`src/rtl/bridge_pkg.sv`:
```
// Shared definitions for the AHB-to-APB bridge: state encoding, default widths
// and the one-hot select codes of the three APB peripherals.
package bridge_pkg;

  localparam int ADDR_W_DEF = 32;
  localparam int DATA_W_DEF = 32;
  localparam int SEL_W_DEF  = 3;

  localparam logic [2:0] ST_IDLE     = 3'd0;
  localparam logic [2:0] ST_WWAIT    = 3'd1;
  localparam logic [2:0] ST_READ     = 3'd2;
  localparam logic [2:0] ST_RENABLE  = 3'd3;
  localparam logic [2:0] ST_WRITE    = 3'd4;
  localparam logic [2:0] ST_WRITEP   = 3'd5;
  localparam logic [2:0] ST_WENABLE  = 3'd6;
  localparam logic [2:0] ST_WENABLEP = 3'd7;

  localparam logic [2:0] SEL_P0 = 3'b001;
  localparam logic [2:0] SEL_P1 = 3'b010;
  localparam logic [2:0] SEL_P2 = 3'b100;

endpackage

```
`src/rtl/apb_fsm_controller.sv`:
```
// Bridge control FSM: turns pipelined AHB transfers into registered APB
// SETUP/ENABLE phases and stalls the AHB master through Hreadyout.
//
// state       | meaning
// ST_IDLE     | no APB transfer, bus released
// ST_WWAIT    | write address seen, waiting one cycle for its data
// ST_READ     | read SETUP phase, master stalled
// ST_RENABLE  | read ENABLE phase
// ST_WRITE    | write SETUP phase, nothing queued behind it
// ST_WRITEP   | write SETUP phase with a pipelined transfer pending (stall)
// ST_WENABLE  | write ENABLE phase, nothing queued
// ST_WENABLEP | write ENABLE phase with a pipelined transfer pending
module apb_fsm_controller
  import bridge_pkg::*;
#(
  parameter int ADDR_W = ADDR_W_DEF,
  parameter int DATA_W = DATA_W_DEF,
  parameter int SEL_W  = SEL_W_DEF
) (
  input  logic              Hclk,
  input  logic              Hresetn,
  input  logic              valid,
  input  logic [ADDR_W-1:0] Haddr,
  input  logic [ADDR_W-1:0] Haddr1,
  input  logic [ADDR_W-1:0] Haddr2,
  input  logic [DATA_W-1:0] Hwdata,
  input  logic [DATA_W-1:0] Hwdata1,
  input  logic              Hwrite,
  input  logic              Hwritereg,
  input  logic [SEL_W-1:0]  tempselx,
  output logic              Pwrite,
  output logic [SEL_W-1:0]  Pselx,
  output logic              Penable,
  output logic [ADDR_W-1:0] Paddr,
  output logic [DATA_W-1:0] Pwdata,
  output logic              Hreadyout
);

  logic [2:0]        state, next_state;
  logic              n_pwrite, n_penable, n_hready;
  logic [SEL_W-1:0]  n_pselx;
  logic [ADDR_W-1:0] n_paddr;
  logic [DATA_W-1:0] n_pwdata;

  always_comb begin
    next_state = ST_IDLE;
    case (state)
      ST_IDLE: begin
        if (valid && Hwrite)      next_state = ST_WWAIT;
        else if (valid)           next_state = ST_READ;
        else                      next_state = ST_IDLE;
      end
      ST_WWAIT:    next_state = valid ? ST_WRITEP : ST_WRITE;
      ST_READ:     next_state = ST_RENABLE;
      ST_WRITE:    next_state = valid ? ST_WENABLEP : ST_WENABLE;
      ST_WRITEP:   next_state = ST_WENABLEP;
      ST_RENABLE, ST_WENABLE: begin
        if (valid && !Hwrite)     next_state = ST_READ;
        else if (valid)           next_state = ST_WWAIT;
        else                      next_state = ST_IDLE;
      end
      ST_WENABLEP: begin
        if (!Hwritereg)           next_state = ST_READ;
        else if (valid)           next_state = ST_WRITEP;
        else                      next_state = ST_WRITE;
      end
      default:     next_state = ST_IDLE;
    endcase
  end

  // Outputs are computed for the state being entered so they line up with it.
  always_comb begin
    n_pwrite  = Pwrite;
    n_pselx   = Pselx;
    n_penable = Penable;
    n_paddr   = Paddr;
    n_pwdata  = Pwdata;
    n_hready  = Hreadyout;
    case (next_state)
      ST_IDLE: begin
        n_pselx   = '0;
        n_penable = 1'b0;
        n_pwrite  = 1'b0;
        n_hready  = 1'b1;
      end
      ST_WWAIT: begin
        n_pselx   = '0;
        n_penable = 1'b0;
        n_hready  = 1'b1;
      end
      ST_READ: begin
        n_paddr   = Haddr;
        n_pwrite  = 1'b0;
        n_pselx   = tempselx;
        n_penable = 1'b0;
        n_hready  = 1'b0;
      end
      ST_WRITE, ST_WRITEP: begin
        // From WENABLEP the transfer being issued is one pipeline stage older.
        if (state == ST_WENABLEP) begin
          n_paddr  = Haddr2;
          n_pwdata = Hwdata1;
        end else begin
          n_paddr  = Haddr1;
          n_pwdata = Hwdata;
        end
        n_pwrite  = 1'b1;
        n_pselx   = tempselx;
        n_penable = 1'b0;
        n_hready  = (next_state == ST_WRITE);
      end
      ST_RENABLE, ST_WENABLE, ST_WENABLEP: begin
        n_penable = 1'b1;
        n_hready  = 1'b1;
      end
      default: ;
    endcase
  end

  always_ff @(posedge Hclk) begin
    if (!Hresetn) begin
      state     <= ST_IDLE;
      Pwrite    <= 1'b0;
      Pselx     <= '0;
      Penable   <= 1'b0;
      Paddr     <= '0;
      Pwdata    <= '0;
      Hreadyout <= 1'b1;
    end else begin
      state     <= next_state;
      Pwrite    <= n_pwrite;
      Pselx     <= n_pselx;
      Penable   <= n_penable;
      Paddr     <= n_paddr;
      Pwdata    <= n_pwdata;
      Hreadyout <= n_hready;
    end
  end

endmodule

```
`config.mk`:
```
export PLATFORM = sky130hd
export DESIGN_NAME = apb_fsm_controller
export DESIGN_NICKNAME = d
export VERILOG_FILES = /design/src/rtl/bridge_pkg.sv /design/src/rtl/apb_fsm_controller.sv
export SDC_FILE = /design/constraint.sdc
export NUM_CORES = 1
export LEC_CHECK = 0
export CORE_UTILIZATION = 38
export DETAILED_ROUTE_END_ITERATION = 8
export PLACE_DENSITY = 0.93
export SLEW_MARGIN = 20
export SYNTH_ARGS = -nofsm -noshare
export SYNTH_HDL_FRONTEND = slang
export SYNTH_SLANG_ARGS = --single-unit
```
`constraint.sdc`:
```
create_clock -name Hclk -period 2.5 [get_ports Hclk]
set_input_delay 0.5 -clock Hclk [delete_from_list [all_inputs] [get_ports Hclk]]
set_output_delay 0.5 -clock Hclk [all_outputs]
set_load 0.005 [all_outputs]
```
==> out/results.txt <==
Leak: 2.84 nW
DR vias/cell: 5.08
detailed-route via count: 3,831
commonest non-fill, non-tap cells in the layout: clkdlybuf4s50_1, dfxtp_1, mux2i_1, nand2_1
crit end category: register
data required time at the worst endpoint: 2.76 ns
crit path setup slack, layout: 0.478 ns
f_max: 495 MHz
initial antenna violation count: 0
Layout Utilization: 66.5%
FF+latch count, synth: 73
fraction of layout cells with a size suffix above 1: 14.7%
Rel. slew slack: 53.5%
# setup viols final: 0
CP Class: in2reg
grt ovf: 0
Post-CTS Resized: 0
CTS tree: done
Syn Area/Cell: 9.93 sq um
Post-Syn Area: 0.00385 sq mm
worst ir drop on vdd: 0.365 mV
Top Ports: 238
first-pass GRT wire length: 17,500 microns
most common cell after layout, fill and taps aside: clkdlybuf4s50_1
post-route minimum period: 2.02 ns
# hold bufs at CTS: 0
largest net degree at the start of global routing: 40
Post-Synthesis Cells: 388
Remaining DRCs: 0
post-synthesis cell type count: 37
max-cap violations: 0
vias in the first global route: 3,709
ANT cells: 0
worst hold path class: reg2reg
Final Max Tran Viols: 0
Cell Count, Final, Fillers Out: 754
clk_lat worst skew: 0.32 ns
initial drt markers: 152
die area: 0.0105 sq mm
RSZ-0062 raised after global routing: false
# clock sinks: 73
Crit Path Max Fanout: 32
placed cells: 738
1st-pass router iterations: 4
final period utilization: 80.9%
Startpoint Class: input pin
Die Span Y: 103 microns
buffer depth of the longest clock path: 2
worst-margin pin slew: 0.698 ns
CORE AREA: 0.00982 sq mm
status: finished clean
PwrDens: 627 mW/mm^2
GPL Wtd Cong: 0.739
nets: 784
IO buf count: 237
CTS Buf Count: 9
TNS Setup: 0 ns
HPWL after DPL: 9370 microns
Tot Pwr: 4.09 mW
wire per inst: 15.8 microns
worst-case hold slack: 0.464 ns
Clk pin slew, worst setup/hold paths: 0.07 ns
sequential fraction of the synthesis area: 37.9%
CTS root buf: clkbuf_8
H-tree level count: 3
Die Wd: 103 microns
Total GRT Usage: 21.5%
syn nets: 556
final WL: 11,900 microns
area grow syn2layout: 69.5%
clk_skew: 0.00855 ns
Synth Warn #: 0
Cell Rows: 36
Placed Area: 0.00627 sq mm
DRT antenna net count: 0
post-layout instance area: 0.00653 sq mm
final hold vios: 0
postcts setup bufs: 0
Initial Utilization: 39.2%
dpl ws: 0.154 ns
Worst EP arrival: 2.28 ns
area by class of cell:
class                      instances  area, sq um
sequential                        73         1460
timing repair buffer             252         2520
inverter                           8         30.0
clock buffer                      12          165
fill                             811         3290
multi-input combinational        272         2090
clock inverter                     4         97.6
tap                              133          166
routing by layer:
metal	routed length [microns]	vias up	part of all wire, %	track usage (%)
li1	-	1860	-	-
met1	4440	1810	37	22.0
met2	6480	138	54	42.5
met3	749	23	6.3	3.93
met4	276	0	2.3	8.13
met5	0	-	0	0
synth_stat cells:
cell type / number / area [sq um]
a211oi_1: 6 / 45.0
a211oi_2: 22 / 275
a21o_1: 1 / 7.51
a21oi_1: 3 / 15.0
a31oi_2: 1 / 12.5
a32o_1: 32 / 320
and2_1: 2 / 12.5
buf_12: 1 / 20.0
buf_2: 7 / 35.0
buf_4: 12 / 90.1
buf_6: 9 / 101
buf_8: 2 / 30.0
clkbuf_1: 4 / 15.0
dfxtp_1: 73 / 1460
inv_1: 6 / 22.5
inv_2: 2 / 7.51
maj3_1: 1 / 10.0
mux2i_1: 64 / 641
nand2_1: 42 / 158
nand2b_1: 3 / 18.8
nand3_1: 4 / 20.0
nand3_2: 1 / 10.0
nand3b_1: 2 / 15.0
nand4_1: 1 / 6.26
nor2_1: 31 / 116
nor2b_1: 2 / 12.5
nor2b_2: 1 / 8.76
o211a_1: 7 / 70.1
o21ai_0: 3 / 15.0
o21ai_1: 3 / 15.0
o22ai_1: 1 / 6.26
o2bb2ai_1: 1 / 8.76
o31ai_1: 3 / 22.5
o31ai_2: 1 / 12.5
or2_0: 1 / 6.26
or2_2: 32 / 200
xor2_1: 1 / 8.76
logic make-up after synthesis:
logic type / share of synthesized area [%]
DFF: 37.9
buffers and inverters: 8.35
adders and majority gates: 0.260
xor gates and xnor gates: 0.227
muxes: 16.6
and+or+nand+nor: 15.2
AOI/OAI and AO/OA: 21.4
report_power, final:
part | leakage [nW] | total, mW | switching, mW | internal (mW)
Combinational | 2.11 | 1.43 | 0.561 | 0.870
Clock | 0.129 | 1.18 | 0.434 | 0.746
Sequential | 0.600 | 1.48 | 0.122 | 1.36
Total | 2.84 | 4.09 | 1.12 | 2.98
path summary, 6_finish.rpt:
path / startpoint / endpoint / slack, ns / cells past startpoint
setup / recovery: valid / Paddr[30] / 0.48 / 6
hold / removal: Paddr[19] / Paddr[19] / 0.46 / 1
setup reg to reg: state[1] / Pwdata[12] / 0.51 / 5
hold reg to reg: Paddr[19] / Paddr[19] / 0.46 / 1
critical path, stage by stage:
cell	delay [ns]
clkdlybuf4s50_1	0.59
nor2b_2	0.25
a21o_1	0.24
and2_1	0.15
buf_4	0.32
a32o_1	0.23
registers in the layout (all words and copies together) (netlist names):
name       flops
state          3
Paddr         32
Pwrite         1
Penable        1
Pwdata        32
Pselx          3
Hreadyout      1
No activity file was read; power rests on OpenSTA's default activity.
